[src/rtl/sync_fifo_param.sv]
// Single-clock circular-buffer FIFO with an explicit occupancy counter, optional
// first-word-fall-through read, threshold flags and sticky overflow/underflow errors.
module sync_fifo_param #(
    parameter int unsigned DATA_WIDTH = 16,
    parameter int unsigned ADDR_WIDTH = 4,
    parameter int unsigned FWFT       = 0,
    parameter int unsigned AF_THRESH  = (1 << ADDR_WIDTH) - 2,
    parameter int unsigned AE_THRESH  = 2
) (
    input  logic                  clk,
    input  logic                  rst_n,
    input  logic [DATA_WIDTH-1:0] wr_data,
    input  logic                  wr_en,
    output logic                  full,
    output logic                  almost_full,
    input  logic                  rd_en,
    output logic [DATA_WIDTH-1:0] rd_data,
    output logic                  empty,
    output logic                  almost_empty,
    output logic [ADDR_WIDTH:0]   level,
    output logic                  overflow,
    output logic                  underflow,
    input  logic                  err_clr
);

    localparam int unsigned DEPTH = 1 << ADDR_WIDTH;
    localparam logic [ADDR_WIDTH:0] LvlFull = (ADDR_WIDTH + 1)'(DEPTH);
    localparam logic [ADDR_WIDTH:0] LvlAf   = (ADDR_WIDTH + 1)'(AF_THRESH);
    localparam logic [ADDR_WIDTH:0] LvlAe   = (ADDR_WIDTH + 1)'(AE_THRESH);
    localparam logic [ADDR_WIDTH:0] LvlOne  = (ADDR_WIDTH + 1)'(1);
    localparam logic [ADDR_WIDTH-1:0] PtrOne = ADDR_WIDTH'(1);

    logic [DATA_WIDTH-1:0] mem [DEPTH];

    logic [ADDR_WIDTH-1:0] wr_ptr_q, wr_ptr_d;
    logic [ADDR_WIDTH-1:0] rd_ptr_q, rd_ptr_d;
    logic [ADDR_WIDTH:0]   level_q, level_d;
    logic                  overflow_q, overflow_d;
    logic                  underflow_q, underflow_d;
    logic                  wr_acc, rd_acc;

    // Flags come from the registered level only.
    always_comb begin
        full         = (level_q == LvlFull);
        empty        = (level_q == '0);
        almost_full  = (level_q >= LvlAf);
        almost_empty = (level_q <= LvlAe);
        level        = level_q;
        overflow     = overflow_q;
        underflow    = underflow_q;
    end

    always_comb begin
        wr_acc   = wr_en && !full;
        rd_acc   = rd_en && !empty;
        wr_ptr_d = wr_acc ? wr_ptr_q + PtrOne : wr_ptr_q;
        rd_ptr_d = rd_acc ? rd_ptr_q + PtrOne : rd_ptr_q;
        level_d  = level_q;
        if (wr_acc && !rd_acc) begin
            level_d = level_q + LvlOne;
        end else if (!wr_acc && rd_acc) begin
            level_d = level_q - LvlOne;
        end
        // A new error in the same cycle as err_clr keeps the flag set.
        overflow_d  = (wr_en && full) ? 1'b1 : (err_clr ? 1'b0 : overflow_q);
        underflow_d = (rd_en && empty) ? 1'b1 : (err_clr ? 1'b0 : underflow_q);
    end

    always_ff @(posedge clk) begin
        if (!rst_n) begin
            wr_ptr_q    <= '0;
            rd_ptr_q    <= '0;
            level_q     <= '0;
            overflow_q  <= 1'b0;
            underflow_q <= 1'b0;
        end else begin
            wr_ptr_q    <= wr_ptr_d;
            rd_ptr_q    <= rd_ptr_d;
            level_q     <= level_d;
            overflow_q  <= overflow_d;
            underflow_q <= underflow_d;
        end
    end

    always_ff @(posedge clk) begin
        if (rst_n && wr_acc) begin
            mem[wr_ptr_q] <= wr_data;
        end
    end

    if (FWFT != 0) begin : g_fwft
        assign rd_data = mem[rd_ptr_q];
    end else begin : g_std
        logic [DATA_WIDTH-1:0] rd_data_q;

        always_ff @(posedge clk) begin
            if (!rst_n) begin
                rd_data_q <= '0;
            end else if (rd_acc) begin
                rd_data_q <= mem[rd_ptr_q];
            end
        end

        assign rd_data = rd_data_q;
    end

endmodule

[config.mk]
export PLATFORM = sky130hd
export DESIGN_NAME = sync_fifo_param
export DESIGN_NICKNAME = d
export VERILOG_FILES = /design/src/rtl/sync_fifo_param.sv
export SDC_FILE = /design/constraint.sdc
export NUM_CORES = 1
export LEC_CHECK = 0
export ABC_AREA = 1
export BUFFER_PORTS_ARGS = -buffer_cell sky130_fd_sc_hd__buf_2
export CAP_MARGIN = 10
export CORE_ASPECT_RATIO = 1.5
export CORE_MARGIN = 3
export CORE_UTILIZATION = 45
export CTS_CLUSTER_SIZE = 30
export DETAILED_ROUTE_END_ITERATION = 12
export SKIP_LAST_GASP = 1
export SLEW_MARGIN = 20
export SYNTH_ARGS = -nofsm -noshare
export SYNTH_HDL_FRONTEND = slang
export SYNTH_SLANG_ARGS = --single-unit
[constraint.sdc]
create_clock -name clk -period 3 [get_ports clk]
set_clock_uncertainty 0.15 [all_clocks]
set_input_delay 0.3 -clock clk [delete_from_list [all_inputs] [get_ports clk]]
set_output_delay 0.3 -clock clk [all_outputs]
set_load 0.1 [all_outputs]
# Word-level counts from Yosys, hierarchy flattened
# Memories as Yosys holds them, arrays and structs flattened. A register that Yosys moved wholly into a read port is not among the register bits.
# Cells that the tools add are included.
[classes]
n_reduce_logical = 16
n_lt_le_gt_ge = 2
addsub = 4
n_eq_ne = 1
mux = 7
[op_table]
columns = ["op", "count"]
rows = [
  ["2-to-1 mux 5 bit", 2],
  ["adder 4 x 1 -> 4 bit (second input constant)", 2],
  ["logical AND 1 bit", 7],
  ["nonzero test 2 bit", 3],
  ["adder 5 x 1 -> 5 bit (second input constant)", 1],
  ["equality test 5 bit (second input constant)", 1],
  [">= comparator 5 x 4 -> 1 bit (second input constant)", 1],
  ["less-or-equal comparator 5 x 2 -> 1 bit (second input constant)", 1],
  ["zero test 1 bit", 5],
  ["zero test 5 bit", 1],
  ["2-to-1 mux 1 bit", 5],
  ["subtractor 5 x 1 -> 5 bit (second input constant)", 1],
]
[totals]
n_memories = 1
ramBits = 256
register_bits = 15
inputBits = 21
[memory_table]
columns = ["name", "words", "word_bits", "read_ports", "rd_ports_with_merged_regs", "write_ports", "line_no", "source"]
rows = [
  ["mem", 16, 16, 1, 1, 1, "33", "logic [DATA_WIDTH-1:0] mem [DEPTH];"],
]

# Logic depth before layout (Yosys ltp)
[logic_depth]
depth_word = 7
mapped_depth = 14
depth_no_buf = 14

# Worst setup path after synthesis
# OpenSTA, ideal clock, no wires.
[synth_path]
kind = "reg-to-output"
from = "register level_q[1], in the netlist level[1]"
to = "output almost_empty"
path_slack_ps = -3012
n_path_buf = 0
t_arrival_ps = 5562
path_stages_with_launch = 2
path_cell_list = "dfxtp_1 a2111oi_0"
[synth_between]
elab_chain_len = 1
[synth_rtl]
columns = ["element", "line_no", "source"]
rows = [
  ["start: declaration", "37", "logic [ADDR_WIDTH:0] level_q, level_d;"],
  ["start signal: assignment", "79", "level_q <= level_d;"],
  ["less-or-equal comparator 5 x 2 -> 1 bit", "47", "almost_empty = (level_q <= LvlAe);"],
  ["end: declaration", "19", "output logic almost_empty,"],
]
# No other way between the ends.

# Final worst setup path
[layout_path]
from = "register level_q[2], in the netlist level[2]"
to = "register level_q[4], in the netlist level[4]"
[layout_between]
elab_chain_len = 6
elab_cells_between_ends = 15
classes_between = "2 x add/sub; 1 x eq/ne; 2 x mux; 10 x reduce/logical"
[layout_rtl]
columns = ["element", "line_no", "source"]
rows = [
  ["equality test 5 bit (*)", "44", "full = (level_q == LvlFull);"],
  ["zero test 1 bit (*)", "54", "wr_acc = wr_en && !full;"],
  ["logical AND 1 bit (*)", "54", ""],
  ["net wr_acc", "40", "logic wr_acc, rd_acc;"],
  ["zero test 1 bit", "61", "end else if (!wr_acc && rd_acc) begin"],
  ["logical AND 1 bit", "61", ""],
  ["nonzero test 2 bit (no source line)", "--", ""],
]
# The timed path passes the listed nets; every way through them passes the cells marked *. The select of a mux whose other input is x is not followed.
# A chain may end at the register's enable or synchronous reset.

==> results.json <==
{
  "outcome": "finished, final reports clean",
  "powerDensity_nw_per_um2": 813,
  "dieHeight_um": 208,
  "r2r.worst_path.cells": 14,
  "detail-route-antenna-nets": 0,
  "drcViolationCount": 0,
  "number_of_antenna_violations_at_the_first_check_in_global_routing": 0,
  "synth_seq_cells": 287,
  "yosysSeqAreaShare_pct": 67.8,
  "track_usage_pct": 20.2,
  "cts.sinks": 287,
  "total_die_area_um2": 29300,
  "worst_ir_drop_on_vdd_uv": 729,
  "dr_total_vias": 8206,
  "synth-edff-count": 256,
  "async_reset_ff_share_pct": 0,
  "final_layout_size_suffix_gt1_share_pct": 10.8,
  "worst-slew-pin-transition_ns": 0.817,
  "total_overflow_reported_by_the_global_router": 0,
  "fp.coreArea_um2": 26700,
  "antenna_cells_inserted": 0,
  "leading_cell_type_in_the_layout_fill_and_taps_excluded": "sky130_fd_sc_hd__nand2_1",
  "stdcell_count": 1624,
  "critPathLaunchType": "flop",
  "highest_layer": "met4",
  "power.static_leakage_uw": 0.00588,
  "path_max_fanout": 7,
  "cap_viol_max_count": 0,
  "placedCellCount": 1572,
  "grt_pass1_vias": 8113,
  "cts_max_path_buffers": 3,
  "rsz0062_at_grt": "false",
  "fin_crit_ns": 2.57,
  "htreeDepth": 1,
  "setup-tns-final_ns": 0,
  "most_frequent_cells_in_the_layout": "422 x sky130_fd_sc_hd__nand2_1, 256 x sky130_fd_sc_hd__edfxtp_1, 186 x sky130_fd_sc_hd__nand3_1",
  "worst_ep_required_time_ns": 3.32,
  "resized_cells_post_cts": 0,
  "rows": 73,
  "drt-wirelength-per-cell_um": 18.4,
  "drt-met1-wl_um": 11800,
  "final_hold_viol_count": 0,
  "hold_depth": 1,
  "io_pins": 48,
  "first_iter_violations": 589,
  "timing_worst_setup_path_type": "reg2reg",
  "final_max_slew_viol_count": 0,
  "layout-area-overhead-vs-synth_pct": 12.9,
  "die_w_um": 141,
  "synth_cells": 1217,
  "synthDistinctLibCells": 22,
  "dpl.hpwl_um": 18500,
  "floorplan.initialDensity_pct": 45.9,
  "detailedRoute.firstPassIterationCount": 5,
  "wl_um": 29900,
  "grt_pass1_wl_um": 46000,
  "maxSlewHeadroom_pct": 45.6,
  "cts.reportedPaths.clkPinSlew_ns": 0.06,
  "dr_wl_met3_um": 1210,
  "postCtsHoldBufs": 5,
  "post_drt_via_cell_ratio": 5.05,
  "clock_tree_from_tritoncts": "done",
  "final-setup-viol-count": 0,
  "worst_path_arrival_ns": 2.89,
  "root_buffer": "sky130_fd_sc_hd__clkbuf_16",
  "port_buffers": 47,
  "syn_area_per_cell_um2": 10.1,
  "synth_nets": 1248,
  "critical_path.endpoint_type": "flop",
  "met2_wirelength_um": 15900,
  "final_period_utilization_pct": 85.7,
  "synth-warning-count": 0,
  "achievable-frequency_ghz": 0.389,
  "tritoncts.num_buffers": 27,
  "ys.flop_type": "sky130_fd_sc_hd__edfxtp_1",
  "post-cts-setup-buffer-count": 0,
  "min-delay-path-class": "in2reg",
  "maximum_number_of_pins_on_one_net_before_global_route_repair": 101,
  "syn-cell-area_um2": 12300,
  "clock_insertion_delay_at_the_later_pin_of_the_skew_report_ns": 0.54,
  "finish.net_count": 1300,
  "gp_routability_congestion": 0.846
}
-- worst max-delay path, cell delays in order (launching register included) --
cell and delay (ns):
sky130_fd_sc_hd__dfxtp_1 0.45, sky130_fd_sc_hd__nor2_1 0.09, sky130_fd_sc_hd__nand4_1 0.10, sky130_fd_sc_hd__nand2_1 0.14
sky130_fd_sc_hd__inv_1 0.22, sky130_fd_sc_hd__ha_1 0.23, sky130_fd_sc_hd__inv_1 0.11, sky130_fd_sc_hd__fa_1 0.40
sky130_fd_sc_hd__a21oi_1 0.18, sky130_fd_sc_hd__nor2_1 0.07, sky130_fd_sc_hd__nor2_1 0.09, sky130_fd_sc_hd__nand2_1 0.05
sky130_fd_sc_hd__nand2_1 0.06, sky130_fd_sc_hd__nand2_1 0.04, sky130_fd_sc_hd__a21oi_1 0.11
-- cell families after synthesis --
| family | synth area share [%] |
|---|---|
| simple gates | 22.4 |
| flops | 67.8 |
| buf+inv | 7.30 |
| compound gates | 1.07 |
| fa+ha+maj | 1.08 |
| xor+xnor | 0.357 |
-- state kept, by name, summed over array words and instances (netlist names) --
name and count:
level 5, mem 256, overflow 1, rd_data 16, rd_ptr_q 4, underflow 1
wr_ptr_q 4
-- final timing paths --
check / startpoint / endpoint / slack, ns
setup / recovery: level[2] / level[4] / 0.43
hold / removal: wr_data[2] / mem[2][2] / 0.04
setup reg to reg: level[2] / level[4] / 0.43
hold reg to reg: underflow / underflow / 0.34
-- synthesized netlist by cell type, types with 2 or more instances --
cell / instances / share of area, %
sky130_fd_sc_hd__inv_2: 3 / 0.092
sky130_fd_sc_hd__nor2_1: 55 / 1.7
sky130_fd_sc_hd__a21oi_1: 15 / 0.61
sky130_fd_sc_hd__inv_1: 162 / 5.0
sky130_fd_sc_hd__xor2_1: 4 / 0.29
sky130_fd_sc_hd__buf_4: 2 / 0.12
sky130_fd_sc_hd__edfxtp_1: 256 / 63
sky130_fd_sc_hd__nand4_1: 2 / 0.10
sky130_fd_sc_hd__o21ai_0: 8 / 0.33
sky130_fd_sc_hd__ha_1: 9 / 0.92
sky130_fd_sc_hd__buf_2: 37 / 1.5
sky130_fd_sc_hd__dfxtp_1: 31 / 5.1
sky130_fd_sc_hd__buf_1: 10 / 0.31
sky130_fd_sc_hd__clkbuf_1: 9 / 0.28
sky130_fd_sc_hd__nand2_1: 422 / 13
sky130_fd_sc_hd__nand3_1: 186 / 7.6
-- metal layers --
| layer | up-vias | GRT usage (%) |
|---|---|---|
| met2 | 204 | 36.8 |
| met5 | - | 0 |
| li1 | 4050 | - |
| met4 | 0 | 7.59 |
| met3 | 57 | 2.16 |
| met1 | 3895 | 24.5 |
-- power breakdown --
group / leakage [uW] / switching, uW / internal (uW)
logic: 0.00292 / 2610 / 797
registers: 0.00256 / 161 / 4520
clock network: 0.000390 / 1420 / 1730
total: 0.00588 / 4190 / 7050
-- final cells by class --
cell class | instances | area, um^2
Inverter | 166 | 626
Clock inverter | 14 | 95.1
Sequential cell | 287 | 8320
Tap cell | 337 | 422
Fill cell | 2425 | 12800
Timing Repair Buffer | 81 | 566
Clock buffer | 33 | 698
Multi-Input combinational cell | 706 | 3110
-- through the flow --
step                power [uW]  instance area (um^2)  setup WS [ns]  hold slack (ns)  utilization (%)
detailed placement        8190                 13000          0.449            0.315             48.7
global route             11800                 13800          0.185           0.0279             51.9
CTS                      11300                 13800          0.426           0.0194             51.9
global placement          8180                 13000          0.436            0.300             48.7
floorplan                 7350                 12300         0.0180            0.249                -
finish                   11200                 13800          0.429           0.0405             51.9
(Power assumes the default switching activity.)
